File: src/rtl/mem_seq_ctrl.sv
// Fill/verify sequencer for the on-board synchronous memory: writes seed+addr
// to every location, or reads every location back and checks it.
module mem_seq_ctrl #(
  parameter int ADDR_W = 5,
  parameter int DATA_W = 16
) (
  input  logic              clk,
  input  logic              n_rst,
  input  logic              start,
  input  logic              op,
  input  logic [DATA_W-1:0] seed,
  input  logic              abort,
  output logic [ADDR_W-1:0] mem_addr,
  output logic              mem_we,
  output logic [DATA_W-1:0] mem_wdata,
  output logic              mem_re,
  input  logic [DATA_W-1:0] mem_rdata,
  output logic              busy,
  output logic              done,
  output logic [ADDR_W:0]   err_cnt,
  output logic              fail_valid,
  output logic [ADDR_W-1:0] fail_addr
);

  localparam logic [ADDR_W-1:0] LAST = '1;

  typedef enum logic [2:0] {S_IDLE, S_WRITE, S_READ, S_DRAIN, S_DONE} state_t;

  state_t            state, state_nx;
  logic [ADDR_W-1:0] cnt, prev_addr;
  logic              op_q;
  logic [DATA_W-1:0] seed_q;
  logic              rd_pend;
  logic              accept, cmp_en, mismatch;

  assign accept   = (state == S_IDLE) && start && !abort;
  // A compare landing in the abort cycle belongs to a cancelled pass.
  assign cmp_en   = rd_pend && op_q && !abort;
  assign mismatch = mem_rdata != (seed_q + DATA_W'(prev_addr));

  always_comb begin
    state_nx = state;
    mem_we   = 1'b0;
    mem_re   = 1'b0;
    done     = 1'b0;
    busy     = (state != S_IDLE);
    case (state)
      S_IDLE: begin
        if (accept) state_nx = op ? S_READ : S_WRITE;
      end
      S_WRITE: begin
        mem_we = 1'b1;
        if (abort)             state_nx = S_IDLE;
        else if (cnt == LAST)  state_nx = S_DONE;
      end
      S_READ: begin
        mem_re = 1'b1;
        if (abort)             state_nx = S_IDLE;
        else if (cnt == LAST)  state_nx = S_DRAIN;
      end
      S_DRAIN: begin
        state_nx = abort ? S_IDLE : S_DONE;
      end
      S_DONE: begin
        done     = 1'b1;
        state_nx = S_IDLE;
      end
      default: state_nx = S_IDLE;
    endcase
    // Counter saturates at LAST, so the address holds once strobing stops.
    mem_addr  = cnt;
    mem_wdata = mem_we ? (seed_q + DATA_W'(cnt)) : '0;
  end

  always_ff @(posedge clk or negedge n_rst) begin
    if (!n_rst) state <= S_IDLE;
    else        state <= state_nx;
  end

  always_ff @(posedge clk or negedge n_rst) begin
    if (!n_rst) begin
      cnt        <= '0;
      prev_addr  <= '0;
      op_q       <= 1'b0;
      seed_q     <= '0;
      rd_pend    <= 1'b0;
      err_cnt    <= '0;
      fail_valid <= 1'b0;
      fail_addr  <= '0;
    end else begin
      rd_pend <= (state == S_READ) && !abort;
      if (state == S_READ) prev_addr <= cnt;
      if (accept) begin
        op_q       <= op;
        seed_q     <= seed;
        cnt        <= '0;
        err_cnt    <= '0;
        fail_valid <= 1'b0;
        fail_addr  <= '0;
      end else begin
        if ((mem_we || mem_re) && !abort && cnt != LAST) cnt <= cnt + 1'b1;
        if (cmp_en && mismatch) begin
          err_cnt <= err_cnt + 1'b1;
          if (!fail_valid) begin
            fail_valid <= 1'b1;
            fail_addr  <= prev_addr;
          end
        end
      end
    end
  end

endmodule
File: config.mk
export PLATFORM = sky130hd
export DESIGN_NAME = mem_seq_ctrl
export DESIGN_NICKNAME = d
export VERILOG_FILES = /design/src/rtl/mem_seq_ctrl.sv
export SDC_FILE = /design/constraint.sdc
export NUM_CORES = 1
export LEC_CHECK = 0
export BUFFER_PORTS_ARGS = -buffer_cell sky130_fd_sc_hd__buf_2
export CAP_MARGIN = 20
export CORE_UTILIZATION = 54
export CTS_CLUSTER_SIZE = 8
export DETAILED_ROUTE_END_ITERATION = 8
export GPL_TIMING_DRIVEN = 0
export MAX_ROUTING_LAYER = met4
export PLACE_DENSITY = 0.81
export SLEW_MARGIN = 20
export SYNTH_ARGS = -nofsm -noshare
export SYNTH_HDL_FRONTEND = slang
export SYNTH_SLANG_ARGS = --single-unit
File: constraint.sdc
create_clock -name clk -period 3.4 [get_ports clk]
set_input_delay 0.68 -clock clk [delete_from_list [all_inputs] [get_ports clk]]
set_output_delay 0.68 -clock clk [all_outputs]
set_load 0.05 [all_outputs]
==> results by group, run 1 <==
Hold path
  – HP Start: op_q
  – Class of the worst hold path: reg2reg
  – WHS Path Cells: 2
  – Hold EP: op_q

Cells and area
  – Layout cells sized above 1: about a quarter
  – Area delta synth->final: 23.3%
  – Final net count: around 480
  – Filler cell count: 417
  – Final Util: 69.9%
  – Post-route cell area: about 3600 µm²
  – N_diodes: 0

Critical path
  – Setup CP Type: reg2out
  – Critical path, cell by cell: ha_1, a21o_1, a21o_1, a21o_1, a21o_1, nand2_1, nor2_1, xnor2_1, nor2_1, buf_2
  – CP Capture Type: primary output
  – Crit path largest cell delay: 0.50 ns
  – Critical path's most frequent cell: a21o_1
  – Arr. time, crit path: around 2.6 ns
  – CP top delay family: compound AO/OA/AOI/OAI gates
  – Bufs and invs on worst path: 1
  – Worst reg2reg path startpoint: seed_q[1]
  – CP startpoint kind: flop
  – Req. time, crit path: 2.72 ns
  – R2r endpoint: err_cnt[5]
  – Worst r2r path cells: 9
  – Worst-path fanout max: 5
  – Worst reg-to-reg setup slack: ~0.16 ns
  – Critical-path top delay cell: dfrtp_1

Timing
  – Max-slew headroom: 36.5%
  – RSZ-0062 raised after global routing: true
  – Max frequency: between 300 and 400 MHz
  – Final Max Tran Viols: 0
  – Final hold vios: 0
  – Fin crit share: around 97%
  – Worst slew pin tran: ~0.95 ns
  – Setup-failing EPs final: 0
  – Hold slack: around 0.49 ns
  – Crit path time final: 3.31 ns
  – Final Skew: around 0.018 ns

Yosys
  – Cell Area, Synth: ~2900 µm²
  – YS warnings: 0
  – Synth Instances: between 300 and 400
  – Average instance area after synthesis: between 8 and 9 µm²
  – Yosys reg bits: between 40 and 50
  – Asr flop ratio synth: 100%
  – Synth cell types: between 50 and 60
  – Synth Net Count: 398
  – Sequential share of the synthesized area: between 30 and 40%
  – Most used DFF post-synth: dfrtp_1
  – Number of flops mapped to enable cells by yosys: 0

Clocking
  – Number of hold buffers added after CTS: 0
  – TritonCTS Buffers: 5
  – Clock sinks: 43
  – Clock Latency Late Sink: roughly 0.31 ns
  – Clk Tree Root Cell: clkbuf_8
  – Clock tree buffer depth: 2
  – TritonCTS clock tree: yes
  – CTS H-Tree Depth: 2
  – Clock transition at path regs: 0.07 ns

Pwr
  – VDD IR-drop max: roughly 0.00028 V
  – PD cells: between 500 and 600 nW/µm²
  – Leak Pwr: ~0.0018 µW
  – Overall Power: a little under 2000 µW

Global route
  – Remaining global-route overflow: 0
  – Initial antenna violation count: 0
  – Total GRT Usage: ~28%
  – First-pass GRT wire length: roughly 11 mm
  – Vias in the first global route: ~2400
  – Pin count of the biggest net entering global routing: between 40 and 50

Floorplan
  – Starting Density: a little under three fifths
  – Die W: roughly 76 µm
  – Die Area: about 5700 µm²
  – Row count: 26
  – I/O pin cnt: 74
  – Core Area: 5170 µm²
  – Chip height: between 70 and 80 µm

Route
  – DRC violations left: 0
  – Total wire length: roughly 7.6 mm
  – First drt pass iteration count: 5
  – Wirelength per Cell: about 15 µm
  – Via count: about 2800
  – Vias per inst: 5.55
  – Final ANT Viol Nets: 0
  – Drt initial violations: 242

Place
  – HPWL after DPL: between 5 and 6 mm
  – GP Congestion: roughly 0.87
  – Placement Cell Area: approximately 3400 µm²
  – Port bufs: 73

Job
  – Max-cap violations: 0

Outcome
  – Status: completed
final cells by class:
cell class / instances / area (µm²) / area share [%]
clock buffers: 6 / 82.6 / 2.28
flip-flops and latches: 43 / 1080 / 29.8
plain buffers: 18 / 82.6 / 2.28
multi-input cells: 274 / 1790 / 49.4
repair buffers: 78 / 419 / 11.6
well taps: 70 / 87.6 / 2.42
clock inverters: 2 / 38.8 / 1.07
inverters: 11 / 41.3 / 1.14
power breakdown:
group | switching (µW) | internal (µW) | total [µW]
clock | 193 | 242 | 434
combinational | 537 | 312 | 849
sequential | 91.9 | 595 | 686
total | 821 | 1150 | 1970
synthesized netlist by cell type (all sizes together) (7+ instances only):
cell type  count  area (µm²)
nand2         72         273
dfrtp         43        1080
nor2          31         116
xnor2         27         236
o21ai         19        95.1
clkbuf        14        55.1
ha            13         163
a21oi         12        63.8
inv           11        41.3
xor2          10        87.6
nand3          9        57.6
nor3           8        40.0
a21o           7        52.6
worst register-to-register path: cells and delay by family, from the launching register on:
kind            cells  cell delay [ns]
compound gates      7             1.70
flops               1             0.53
simple gates        1             0.66
fa+ha+maj           1             0.31
worst max path at each step:
stage,cells after the start,slack [ns],to,start
CTS,11,0.01,mem_wdata[12],mem_addr[0]
global placement,11,-0.001,fail_addr[3],seed_q[0]
detailed placement,11,-0.03,fail_addr[4],seed_q[0]
global route,9,-0.02,err_cnt[5],seed_q[1]
finish,10,0.09,mem_wdata[15],seed_q[1]
floorplan,6,-0.06,mem_wdata[4],mem_addr[0]
timing repair:
item | in CTS | in global routing
buffers inserted | 0 | 5
pin swaps | 0 | 5
setup endpoints to repair | 11 | 17
resized for setup | 3 | 15
metal layers:
layer	track usage, %	up-vias	share of wire [%]
met5	-	-	0
met4	9.67	0	2.0
met3	4.23	19	5.8
met2	43.9	118	48
met1	38.1	1291	44
li1	-	1359	-
registers in the layout (all words and copies together), names as in the netlist:
| register | cells |
|---|---|
| err_cnt | 6 |
| state | 3 |
| seed_q | 16 |
| rd_pend | 1 |
| prev_addr | 5 |
| op_q | 1 |
| mem_addr | 5 |
| fail_valid | 1 |
| fail_addr | 5 |
metrics by stage:
stage,setup WS (ns),cells,setup TNS (ns)
finish,0.0870,502,0
global route,-0.0193,502,-0.0480
CTS,0.0123,497,0
detailed placement,-0.0266,489,-0.115
global placement,-0.00105,489,-0.00105
floorplan,-0.0566,346,-0.0566
cell usage in the layout, fill, tap and decap left out, types with 3 or more instances in the layout:
master / instances
xor2_1: 10
buf_4: 6
nor2_1: 26
o21ai_0: 18
and3_1: 6
a21oi_1: 8
a21o_1: 7
dfrtp_1: 41
buf_2: 69
xnor2_1: 27
clkbuf_8: 6
nor2b_1: 4
nand3_1: 8
ha_1: 13
nor2_2: 5
a21oi_2: 3
clkbuf_1: 12
nor3_1: 8
nand4_1: 4
inv_1: 11
clkbuf_4: 4
or3_1: 6
o41ai_1: 5
nand2_1: 71
o211ai_1: 6
kinds of logic (layout without fill, tap and decap cells):
logic type                 count (synthesis)  after routing  share of synthesized area [%]
adders and majority gates                 15             15                           6.91
muxes                                      1              1                          0.341
DFF                                       43             43                           36.7
xor gates and xnor gates                  37             37                           11.0
buffers and inverters                     29            115                           4.22
and+or+nand+nor                          154            154                           24.4
AOI/OAI and AO/OA                         67             67                           16.4
No activity file was read; power rests on OpenSTA's default activity.
==> run 2, diff against run 1 <==
--- a/config.mk
+++ b/config.mk
@@ -11,7 +11,6 @@
 export CTS_CLUSTER_SIZE = 8
 export DETAILED_ROUTE_END_ITERATION = 8
 export GPL_TIMING_DRIVEN = 0
-export MAX_ROUTING_LAYER = met4
 export PLACE_DENSITY = 0.81
 export SLEW_MARGIN = 20
 export SYNTH_ARGS = -nofsm -noshare
==> constraint.sdc (replaced) <==
create_clock -name clk -period 3.4 [get_ports clk]
set_input_delay 0.34 -clock clk [delete_from_list [all_inputs] [get_ports clk]]
set_output_delay 0.34 -clock clk [all_outputs]
set_load 0.05 [all_outputs]
==> results by group, run 2 (synthesis results as in run 1) <==
Cells and area
  – Multi-input logic area: ~1800 µm²
  – Most common cell after layout, fill and taps aside: buf_2
  – Most frequent cells in the layout: 74 x buf_2, 71 x nand2_1, 43 x dfrtp_1
  – Final net count: around 480
  – Final Util: approximately two thirds
  – Biggest regs: seed_q x16, err_cnt x6
  – Layout cells sized above 1: between 20% and 30%
  – Filler cell count: between 400 and 500
  – Number of flip-flops in the largest register: 16
  – Area delta synth->final: 20.3%
  – Register area: roughly 1100 µm²
  – Largest register by flop count: seed_q
  – N_diodes: 0

Route
  – Drt initial violations: 132
  – Via count: between 2000 and 3000
  – Vias per inst: about 5.5
  – First drt pass iteration count: 4
  – Wirelength per Cell: 14.6 µm
  – Total wire length: 7.28 mm
  – DRC violations left: 0
  – Final ANT Viol Nets: 0

Floorplan
  – Core Area: 5170 µm²
  – Chip height: between 70 and 80 µm
  – Starting Density: between 50% and 60%
  – Die W: about 76 µm
  – Row count: 26
  – Die Area: roughly 5700 µm²
  – I/O pin cnt: 74

Critical path
  – Worst reg-to-reg setup slack: ~0.11 ns
  – Worst-path fanout max: 6
  – Setup CP Type: reg2reg
  – CP Capture Type: flop
  – CP startpoint kind: flop
  – Req. time, crit path: around 3.6 ns
  – Worst r2r path cells: 10
  – Arr. time, crit path: approximately 3.5 ns

Place
  – HPWL after DPL: 5.49 mm
  – Port bufs: 73
  – Worst slack at placement: -0.117 ns
  – GP Congestion: around 0.9

Timing
  – Max-slew headroom: a little under two fifths
  – Final Max Tran Viols: 0
  – Fin crit share: ~97%
  – Worst slew pin tran: roughly 0.95 ns
  – Final hold vios: 0
  – Setup TNS: 0 ns
  – Final Skew: between 0.007 and 0.008 ns
  – Max frequency: between 300 and 400 MHz
  – PnR worst setup slack: approximately 0.11 ns
  – Setup-failing EPs final: 0
  – Crit path time final: ~3.3 ns

Clocking
  – Clk Tree Root Cell: clkbuf_8
  – Clock Latency Late Sink: approximately 0.30 ns
  – Clock sinks: 43
  – Clock transition at path regs: roughly 0.080 ns
  – TritonCTS Buffers: 5
  – Clock tree buffer depth: 2
  – TritonCTS clock tree: yes
  – Number of hold buffers added after CTS: 0
  – CTS H-Tree Depth: 2

Pwr
  – PD cells: roughly 520 nW/µm²
  – Leak Pwr: about 0.0017 µW
  – VDD IR-drop max: slightly above 0.0003 V
  – Overall Power: between 1500 and 2000 µW

Global route
  – Vias in the first global route: 2486
  – Remaining global-route overflow: 0
  – Initial antenna violation count: 0
  – First-pass GRT wire length: between 10 and 15 mm
  – Total GRT Usage: between 20% and 30%
  – Pin count of the biggest net entering global routing: 44

Outcome
  – Status: completed

Hold path
  – Class of the worst hold path: in2async

Job
  – Max-cap violations: 0
## run 2: cell types whose count changed in the layout (fill, tap and decap cells not counted), moves of 2 or more
cell and delta:
dfrtp_1 +2, buf_4 -2, dfrtp_2 -2, a21oi_2 -2, buf_2 +5, clkbuf_4 -4
nor2_2 -4, nor2_1 +4, a21oi_1 +2
## run 2: critical path: stages (launching register included)
cell	delay, ns
dfrtp_1	0.42
ha_1	0.25
fa_2	0.38
a211o_1	0.33
a211o_1	0.29
o211ai_1	0.10
and3b_1	0.21
o2111ai_2	0.29
o31ai_4	0.13
or4b_2	0.65
a21oi_1	0.16
## run 2: through the flow
stage | hold WS (ns) | instances | instance area (µm²)
2_1_floorplan | 0.0444 | 346 | 2930
3_3_place_gp | 0.459 | 489 | 3390
3_5_place_dp | 0.479 | 489 | 3390
4_1_cts | 0.219 | 498 | 3500
5_1_grt | 0.235 | 499 | 3530
6_report | 0.177 | 499 | 3530
## run 2: area by class of cell
| cell class | count | share of cell area, % |
|---|---|---|
| inverters | 11 | 1.17 |
| clock buffers | 6 | 2.34 |
| clock inverters | 1 | 0.248 |
| well taps | 70 | 2.48 |
| flip-flops and latches | 43 | 30.5 |
| repair buffers | 76 | 11.0 |
| plain buffers | 18 | 2.34 |
| multi-input cells | 274 | 49.9 |
## run 2: worst paths after layout
kind / start / end
setup / recovery: seed_q[0] / err_cnt[5]
hold / removal: n_rst / err_cnt[4]
setup reg to reg: seed_q[0] / err_cnt[5]
hold reg to reg: op_q / op_q
max in group asynchronous: n_rst / seed_q[15]
min in group clk: seed[6] / seed_q[6]
## run 2: power breakdown
part	internal [µW]	switching, µW
clock	163	180
combinational	290	510
sequential	592	95.8
total	1050	786
## run 2: repair_timing
item | in CTS | in global routing
resized for setup | 1 | 6
setup buffers | 2 | 1
pin swaps | 1 | 3
setup endpoints to repair | 10 | 12
## run 2: routing by layer
metal	up-vias	GRT usage, %	part of all wire (%)	wire length [µm]
met5	-	0	0	0
met4	0	9.88	2.5	180
met3	18	4.89	4.4	322
met2	83	44.0	49	3560
met1	1271	36.8	44	3220
li1	1359	-	-	-
